==> src/rtl/decoder_pkg.sv <==
// Shared encodings for the sequenced instruction decoder: ALU op codes,
// one-hot phase states and bit indices, branch kinds and opcode bytes.
package decoder_pkg;

  typedef enum logic [3:0] {
    OP_ADD = 4'd0,  OP_SUB = 4'd1,  OP_CMP = 4'd2,  OP_AND = 4'd3,
    OP_OR  = 4'd4,  OP_XOR = 4'd5,  OP_NEG = 4'd6,  OP_NOT = 4'd7,
    OP_SLL = 4'd8,  OP_SRL = 4'd9,  OP_SRA = 4'd10, OP_LD  = 4'd11,
    OP_ST  = 4'd12, OP_MOV = 4'd13, OP_LIL = 4'd14, OP_HLT = 4'd15
  } op_e;

  typedef enum logic [4:0] {
    PH_F = 5'b00001,
    PH_R = 5'b00010,
    PH_X = 5'b00100,
    PH_M = 5'b01000,
    PH_W = 5'b10000
  } phase_e;

  localparam int F = 0;
  localparam int R = 1;
  localparam int X = 2;
  localparam int M = 3;
  localparam int W = 4;

  localparam logic [1:0] BR_NONE = 2'b00;
  localparam logic [1:0] BR_B    = 2'b10;
  localparam logic [1:0] BR_BCC  = 2'b01;

  localparam logic [7:0] OPB_LD  = 8'h8B;
  localparam logic [7:0] OPB_ST  = 8'h89;
  localparam logic [7:0] OPB_LIL = 8'h66;
  localparam logic [7:0] OPB_ADD = 8'h01;
  localparam logic [7:0] OPB_SUB = 8'h29;
  localparam logic [7:0] OPB_CMP = 8'h39;
  localparam logic [7:0] OPB_AND = 8'h21;
  localparam logic [7:0] OPB_OR  = 8'h09;
  localparam logic [7:0] OPB_XOR = 8'h31;
  localparam logic [7:0] OPB_IMM = 8'h83;
  localparam logic [7:0] OPB_UNA = 8'hF7;
  localparam logic [7:0] OPB_SHF = 8'hC1;
  localparam logic [7:0] OPB_JMP = 8'h90;
  localparam logic [7:0] OPB_HLT = 8'hF4;

endpackage

==> src/rtl/decoder_seq_phase_ring.sv <==
// One-hot f->r->x->m->w phase sequencer. Holds on stall, on freeze
// (halted/illegal) and in f while no instruction is waiting. 'first'
// marks the single cycle right after a phase is entered, so stalls never
// re-trigger downstream strobes.
module phase_ring
  import decoder_pkg::*;
(
  input  logic       clk,
  input  logic       rst,
  input  logic       stall,
  input  logic       freeze,
  input  logic       wait_f,
  output logic [4:0] phase,
  output logic [4:0] first,
  output logic       leave_f
);

  phase_e state;
  logic   adv;

  assign adv     = !stall && !freeze && !((state == PH_F) && wait_f);
  assign leave_f = adv && (state == PH_F);
  assign phase   = state;

  // Step the ring when allowed and flag the newly entered phase for one cycle
  always_ff @(posedge clk or posedge rst) begin
    if (rst) begin
      state <= PH_F;
      first <= '0;
    end else if (adv) begin
      case (state)
        PH_F:    begin state <= PH_R; first <= PH_R; end
        PH_R:    begin state <= PH_X; first <= PH_X; end
        PH_X:    begin state <= PH_M; first <= PH_M; end
        PH_M:    begin state <= PH_W; first <= PH_W; end
        default: begin state <= PH_F; first <= PH_F; end
      endcase
    end else begin
      first <= '0;
    end
  end

endmodule

==> src/rtl/decoder_seq.sv <==
// Sequenced instruction decoder: decodes ir once on leaving f, holds the
// fields until the next decode, and issues one-shot memory/regfile/branch
// strobes on the first cycle of m and w. HLT and illegal encodings freeze
// the ring at r until reset.
// Optional: define DECODER_SEQ_IMM_SIGN_EXT_EN to sign-extend the
// immediate (and jump displacement) instead of zero-extending it.
module decoder_seq
  import decoder_pkg::*;
#(
  parameter int DATA_W = 32,
  parameter int IM_W   = 8,
  parameter int RA_W   = 3,
  parameter int BR_OFS = 3
) (
  input  logic              clk,
  input  logic              rst,
  input  logic [31:0]       ir,
  input  logic              ir_valid,
  input  logic              stall,
  output logic [4:0]        phase,
  output logic [3:0]        op,
  output logic [DATA_W-1:0] im,
  output logic              use_im,
  output logic [1:0]        br,
  output logic [RA_W-1:0]   ra1,
  output logic [RA_W-1:0]   ra2,
  output logic              load_en,
  output logic              wren_mem,
  output logic              wren_reg,
  output logic              cr_taken,
  output logic              illegal,
  output logic              halted
);

  logic [4:0]        first;
  logic              decode;
  logic              mem_q, reg_q, cr_q;
  logic [DATA_W-1:0] ext_im;
  logic [4:0]        sub;
  logic              unused_bits;

  op_e               d_op;
  logic [DATA_W-1:0] d_im;
  logic [1:0]        d_br;
  logic              d_use_im, d_load, d_mem, d_reg, d_cr, d_ill, d_hlt, d_jmp;

  phase_ring u_ring (
    .clk     (clk),
    .rst     (rst),
    .stall   (stall),
    .freeze  (halted | illegal),
    .wait_f  (!ir_valid),
    .phase   (phase),
    .first   (first),
    .leave_f (decode)
  );

`ifdef DECODER_SEQ_IMM_SIGN_EXT_EN
  assign ext_im = {{(DATA_W-IM_W){ir[8+IM_W-1]}}, ir[8+IM_W-1:8]};
`else
  assign ext_im = {{(DATA_W-IM_W){1'b0}}, ir[8+IM_W-1:8]};
`endif

  assign sub         = ir[23:19];
  assign unused_bits = ^{ir[7:0], ir[15:8], first[2:0]};

  // Combinational decode of the opcode byte and its sub-fields
  always_comb begin
    d_op     = OP_ADD;
    d_br     = BR_NONE;
    d_use_im = 1'b0;
    d_load   = 1'b0;
    d_mem    = 1'b0;
    d_reg    = 1'b0;
    d_cr     = 1'b0;
    d_ill    = 1'b0;
    d_hlt    = 1'b0;
    d_jmp    = 1'b0;
    case (ir[31:24])
      OPB_LD:  begin d_op = OP_LD; d_load = 1'b1; d_reg = 1'b1; end
      OPB_ST:  begin
        if (ir[23:22] == 2'b11) begin d_op = OP_MOV; d_reg = 1'b1; end
        else                    begin d_op = OP_ST;  d_mem = 1'b1; end
      end
      OPB_LIL: begin d_op = OP_LIL; d_use_im = 1'b1; d_reg = 1'b1; end
      OPB_ADD: begin d_op = OP_ADD; d_reg = 1'b1; end
      OPB_SUB: begin d_op = OP_SUB; d_reg = 1'b1; end
      OPB_CMP: begin d_op = OP_CMP; d_reg = 1'b1; end
      OPB_AND: begin d_op = OP_AND; d_reg = 1'b1; end
      OPB_OR:  begin d_op = OP_OR;  d_reg = 1'b1; end
      OPB_XOR: begin d_op = OP_XOR; d_reg = 1'b1; end
      OPB_IMM: begin
        d_use_im = 1'b1;
        d_reg    = 1'b1;
        case (sub)
          5'b11000: d_op = OP_ADD;
          5'b11101: d_op = OP_SUB;
          5'b11111: d_op = OP_CMP;
          5'b11100: d_op = OP_AND;
          5'b11001: d_op = OP_OR;
          5'b11110: d_op = OP_XOR;
          default:  d_ill = 1'b1;
        endcase
      end
      OPB_UNA: begin
        d_reg = 1'b1;
        case (sub)
          5'b11011: d_op = OP_NEG;
          5'b11010: d_op = OP_NOT;
          default:  d_ill = 1'b1;
        endcase
      end
      OPB_SHF: begin
        d_use_im = 1'b1;
        d_reg    = 1'b1;
        case (sub)
          5'b11100: d_op = OP_SLL;
          5'b11101: d_op = OP_SRL;
          5'b11111: d_op = OP_SRA;
          default:  d_ill = 1'b1;
        endcase
      end
      OPB_JMP: begin
        d_use_im = 1'b1;
        d_cr     = 1'b1;
        d_jmp    = 1'b1;
        case (ir[23:20])
          4'b1110: d_br  = BR_B;
          4'b0111: d_br  = BR_BCC;
          default: d_ill = 1'b1;
        endcase
      end
      OPB_HLT: begin d_op = OP_HLT; d_hlt = 1'b1; end
      default: d_ill = 1'b1;
    endcase
    // An illegal encoding leaves every field inert so nothing downstream acts on it
    if (d_ill) begin
      d_op     = OP_ADD;
      d_br     = BR_NONE;
      d_use_im = 1'b0;
      d_load   = 1'b0;
      d_mem    = 1'b0;
      d_reg    = 1'b0;
      d_cr     = 1'b0;
      d_jmp    = 1'b0;
    end
    if (!d_use_im)  d_im = '0;
    else if (d_jmp) d_im = ext_im + DATA_W'(BR_OFS);
    else            d_im = ext_im;
  end

  // Capture decoded fields and sticky flags on the edge that leaves f
  always_ff @(posedge clk or posedge rst) begin
    if (rst) begin
      op      <= OP_ADD;
      im      <= '0;
      use_im  <= 1'b0;
      br      <= BR_NONE;
      ra1     <= '0;
      ra2     <= '0;
      load_en <= 1'b0;
      mem_q   <= 1'b0;
      reg_q   <= 1'b0;
      cr_q    <= 1'b0;
      illegal <= 1'b0;
      halted  <= 1'b0;
    end else if (decode) begin
      op      <= d_op;
      im      <= d_im;
      use_im  <= d_use_im;
      br      <= d_br;
      ra1     <= RA_W'(ir[21:19]);
      ra2     <= RA_W'(ir[18:16]);
      load_en <= d_load;
      mem_q   <= d_mem;
      reg_q   <= d_reg;
      cr_q    <= d_cr;
      illegal <= d_ill;
      halted  <= d_hlt;
    end
  end

  assign wren_mem = first[M] & mem_q;
  assign wren_reg = first[W] & reg_q;
  assign cr_taken = first[W] & cr_q;

endmodule

==> config.mk <==
export PLATFORM = sky130hd
export DESIGN_NAME = decoder_seq
export DESIGN_NICKNAME = d
export VERILOG_FILES = /design/src/rtl/decoder_pkg.sv /design/src/rtl/decoder_seq_phase_ring.sv /design/src/rtl/decoder_seq.sv
export SDC_FILE = /design/constraint.sdc
export NUM_CORES = 1
export LEC_CHECK = 0
export CAP_MARGIN = 10
export CELL_PAD_IN_SITES_DETAIL_PLACEMENT = 1
export CELL_PAD_IN_SITES_GLOBAL_PLACEMENT = 2
export CORE_UTILIZATION = 27
export CTS_CLUSTER_DIAMETER = 40
export CTS_CLUSTER_SIZE = 40
export DETAILED_ROUTE_END_ITERATION = 10
export PLACE_DENSITY = 0.83
export RECOVER_POWER = 100
export SKIP_CTS_REPAIR_TIMING = 1
export SLEW_MARGIN = 25
export SYNTH_ARGS = -nofsm -noshare
export SYNTH_HDL_FRONTEND = slang
export SYNTH_HIERARCHICAL = 1
export SYNTH_SLANG_ARGS = --single-unit
==> constraint.sdc <==
create_clock -name clk -period 3.4 [get_ports clk]
set_clock_uncertainty 0.05 [all_clocks]
set_input_delay 1.02 -clock clk [delete_from_list [all_inputs] [get_ports clk]]
set_output_delay 1.02 -clock clk [all_outputs]
set_load 0.01 [all_outputs]
==> flow_metrics.py <==
metrics = {
    "outcome": {
        "status": "finished, violations left",
        "failing_checks": "design-rule violations, max-capacitance violations, max-slew violations",
    },
    "floorplan": {
        "top_level_ports": 92,
        "floorplan.core_area_sq_um": 8806,
        "rows": 34,
        "fp.dieArea_sq_um": 9591,
        "height_of_the_die_um": 97.94,
        "dieWidth_um": 97.94,
        "initial_utilization_pct": 28.22,
    },
    "clock_tree": {
        "tritoncts": "done",
        "worst_setup_hold_path_clk_slew_ns": 0.07,
        "clock_insertion_delay_worst_skew_ns": 0.29,
        "clk_root_buf": "clkbuf_8",
        "cts_made_buffers": 5,
        "htree_num_levels": 2,
        "clock_path_buffers": 2,
        "clkSinkCount": 35,
    },
    "worst_setup_path": {
        "worst_setup_path_start_kind": "primary input",
        "crit_path_end_kind": "register",
        "critPathMaxFanout": 9,
        "wp_data_required_ns": 3.55,
        "worst-setup-path-type": "primary input to register",
        "timing.critical_path.arrival_ns": 3.18,
    },
    "yosys": {
        "syn_inst": 263,
        "syn_avg_cell_area_sq_um": 9.448,
        "synth.cell_area_sq_um": 2485,
        "yosys_warnings": 6,
    },
    "route": {
        "post-route-drc-count": 8,
        "postRouteWirelength_um": 6746,
        "final_routed_wire_length_divided_by_cell_count_um": 15.16,
        "first_pass_iters": 7,
        "post_drt_via_cell_ratio": 4.818,
        "initialDrtViolationCount": 66,
        "via_count": 2144,
        "postRouteAntennaNets": 0,
    },
    "power": {
        "totalPowerFinal_uw": 848.9,
        "ir_worst_vdd_mv": 0.1128,
        "power.density_nw_per_um2": 258.7,
        "p_leak_uw": 0.001445,
    },
    "placement": {
        "place.port_buffers": 60,
        "hpwl_um": 5309,
        "place.gp.congestion": 0.8589,
    },
    "sta": {
        "whs_ns": 0.4466,
        "max_clock_freq_ghz": 0.3292,
        "slew_headroom_pct": -4.828,
        "timing_worst_slew_pin_value_ns": 1.572,
        "finalWorstPathRequiredPeriod_ns": 3.038,
        "min_period_over_period_pct": 89.36,
        "grt_setup_unrepaired": "no",
        "number_of_hold_violations_in_the_final_report": 0,
        "totalNegativeSetupSlack_ns": 0,
        "slew_viol_final": 29,
        "finalSetupViolations": 0,
    },
    "grt": {
        "grt_pass1_vias": 2180,
        "grt.total_usage_pct": 14.62,
        "wire_length_of_the_first_global_routing_pass_um": 11290,
        "grt_start_max_net_pins": 29,
        "global_route.overflow_total": 0,
        "antenna_found_initial": 0,
    },
    "run": {
        "max_cap_viol_count": 1,
    },
    "layout": {
        "num_antenna_cells": 0,
        "area_delta_synth_final_pct": 32.07,
        "nets": 373,
        "post_route_cells_drive_above_1_share_pct": 14.84,
        "fillerInstances": 1012,
    },
    "worst_hold_path": {
        "worst_hold_path_type": "register to register",
    },
}
-- cell type report --
cell class	count	area, sq um	share of cell area, %
clock buffers	7	76.32	2.326
clock inverters	1	5.005	0.1525
inverters	25	93.84	2.859
multi-input cells	188	1353	41.21
flip-flops and latches	35	877.1	26.73
well taps	108	135.1	4.117
repair buffers	81	742.0	22.61
-- flip-flops by register name (all words and copies together) (netlist names) --
name / count
illegal: 1
br: 2
use_im: 1
u_ring/phase: 5
ra2: 3
cr_q: 1
ra1: 3
load_en: 1
mem_q: 1
op: 4
im: 9
reg_q: 1
u_ring/first: 2
halted: 1
-- worst max-delay path, stage by stage --
cell and delay, ns:
clkdlybuf4s50_1 0.43, or2_2 0.30, nor4b_2 0.35, o31ai_1 0.19
a2111oi_4 0.43, nand2_4 0.08, clkbuf_2 0.21, o22ai_1 0.16
-- cells in the final DEF (no fill, tap or decap), types with 5 or more instances in the layout --
| master | instances |
|---|---|
| nor4_1 | 5 |
| mux2_2 | 6 |
| o22ai_1 | 14 |
| nand4_1 | 7 |
| dfrtp_1 | 34 |
| clkbuf_8 | 5 |
| nor3_1 | 5 |
| nand3_1 | 8 |
| nor2b_1 | 5 |
| conb_1 | 23 |
| nor4b_1 | 5 |
| and2_1 | 6 |
| inv_1 | 25 |
| dlygate4sd3_1 | 33 |
| clkbuf_1 | 5 |
| xnor2_1 | 9 |
| buf_4 | 16 |
| clkdlybuf4s50_1 | 27 |
| o21ai_0 | 5 |
| nand2b_1 | 5 |
| nor2_1 | 13 |
-- stage by stage --
stage	std cells	setup slack [ns]	utilization (%)	instance area (sq um)
2_1_floorplan	285	0.4084	-	2567
3_3_place_gp	437	0.1113	36.69	3231
3_5_place_dp	437	0.02521	36.69	3231
4_1_cts	445	0.3246	37.61	3312
5_1_grt	445	0.1341	37.27	3282
6_report	445	0.3619	37.27	3282
-- power by group --
part,internal [uW],switching [uW]
Sequential,417,1.68
Combinational,61.8,73.9
Clock,144,151
-- per-layer routing --
layer	part of all wire (%)	vias up	wire, um	global-route usage, %
met4	0.65	0	44	4.429
met3	4.1	4	277	2.720
met5	0	-	0	0
met1	47	1040	3180	19.97
li1	-	1044	-	-
met2	48	56	3243	23.35
-- path summary, 6_finish.rpt --
check | slack, ns | start | cells after the start | end
min | 0.45 | im[8] | 2 | im[8]
min in group asynchronous | 1.09 | rst | 2 | u_ring/phase[3]
max in group asynchronous | 0.69 | rst | 3 | im[5]
min reg2reg | 0.45 | im[8] | 2 | im[8]
max | 0.36 | stall | 8 | im[5]
max reg2reg | 0.78 | illegal | 8 | im[5]
No activity file was read; power rests on OpenSTA's default activity.
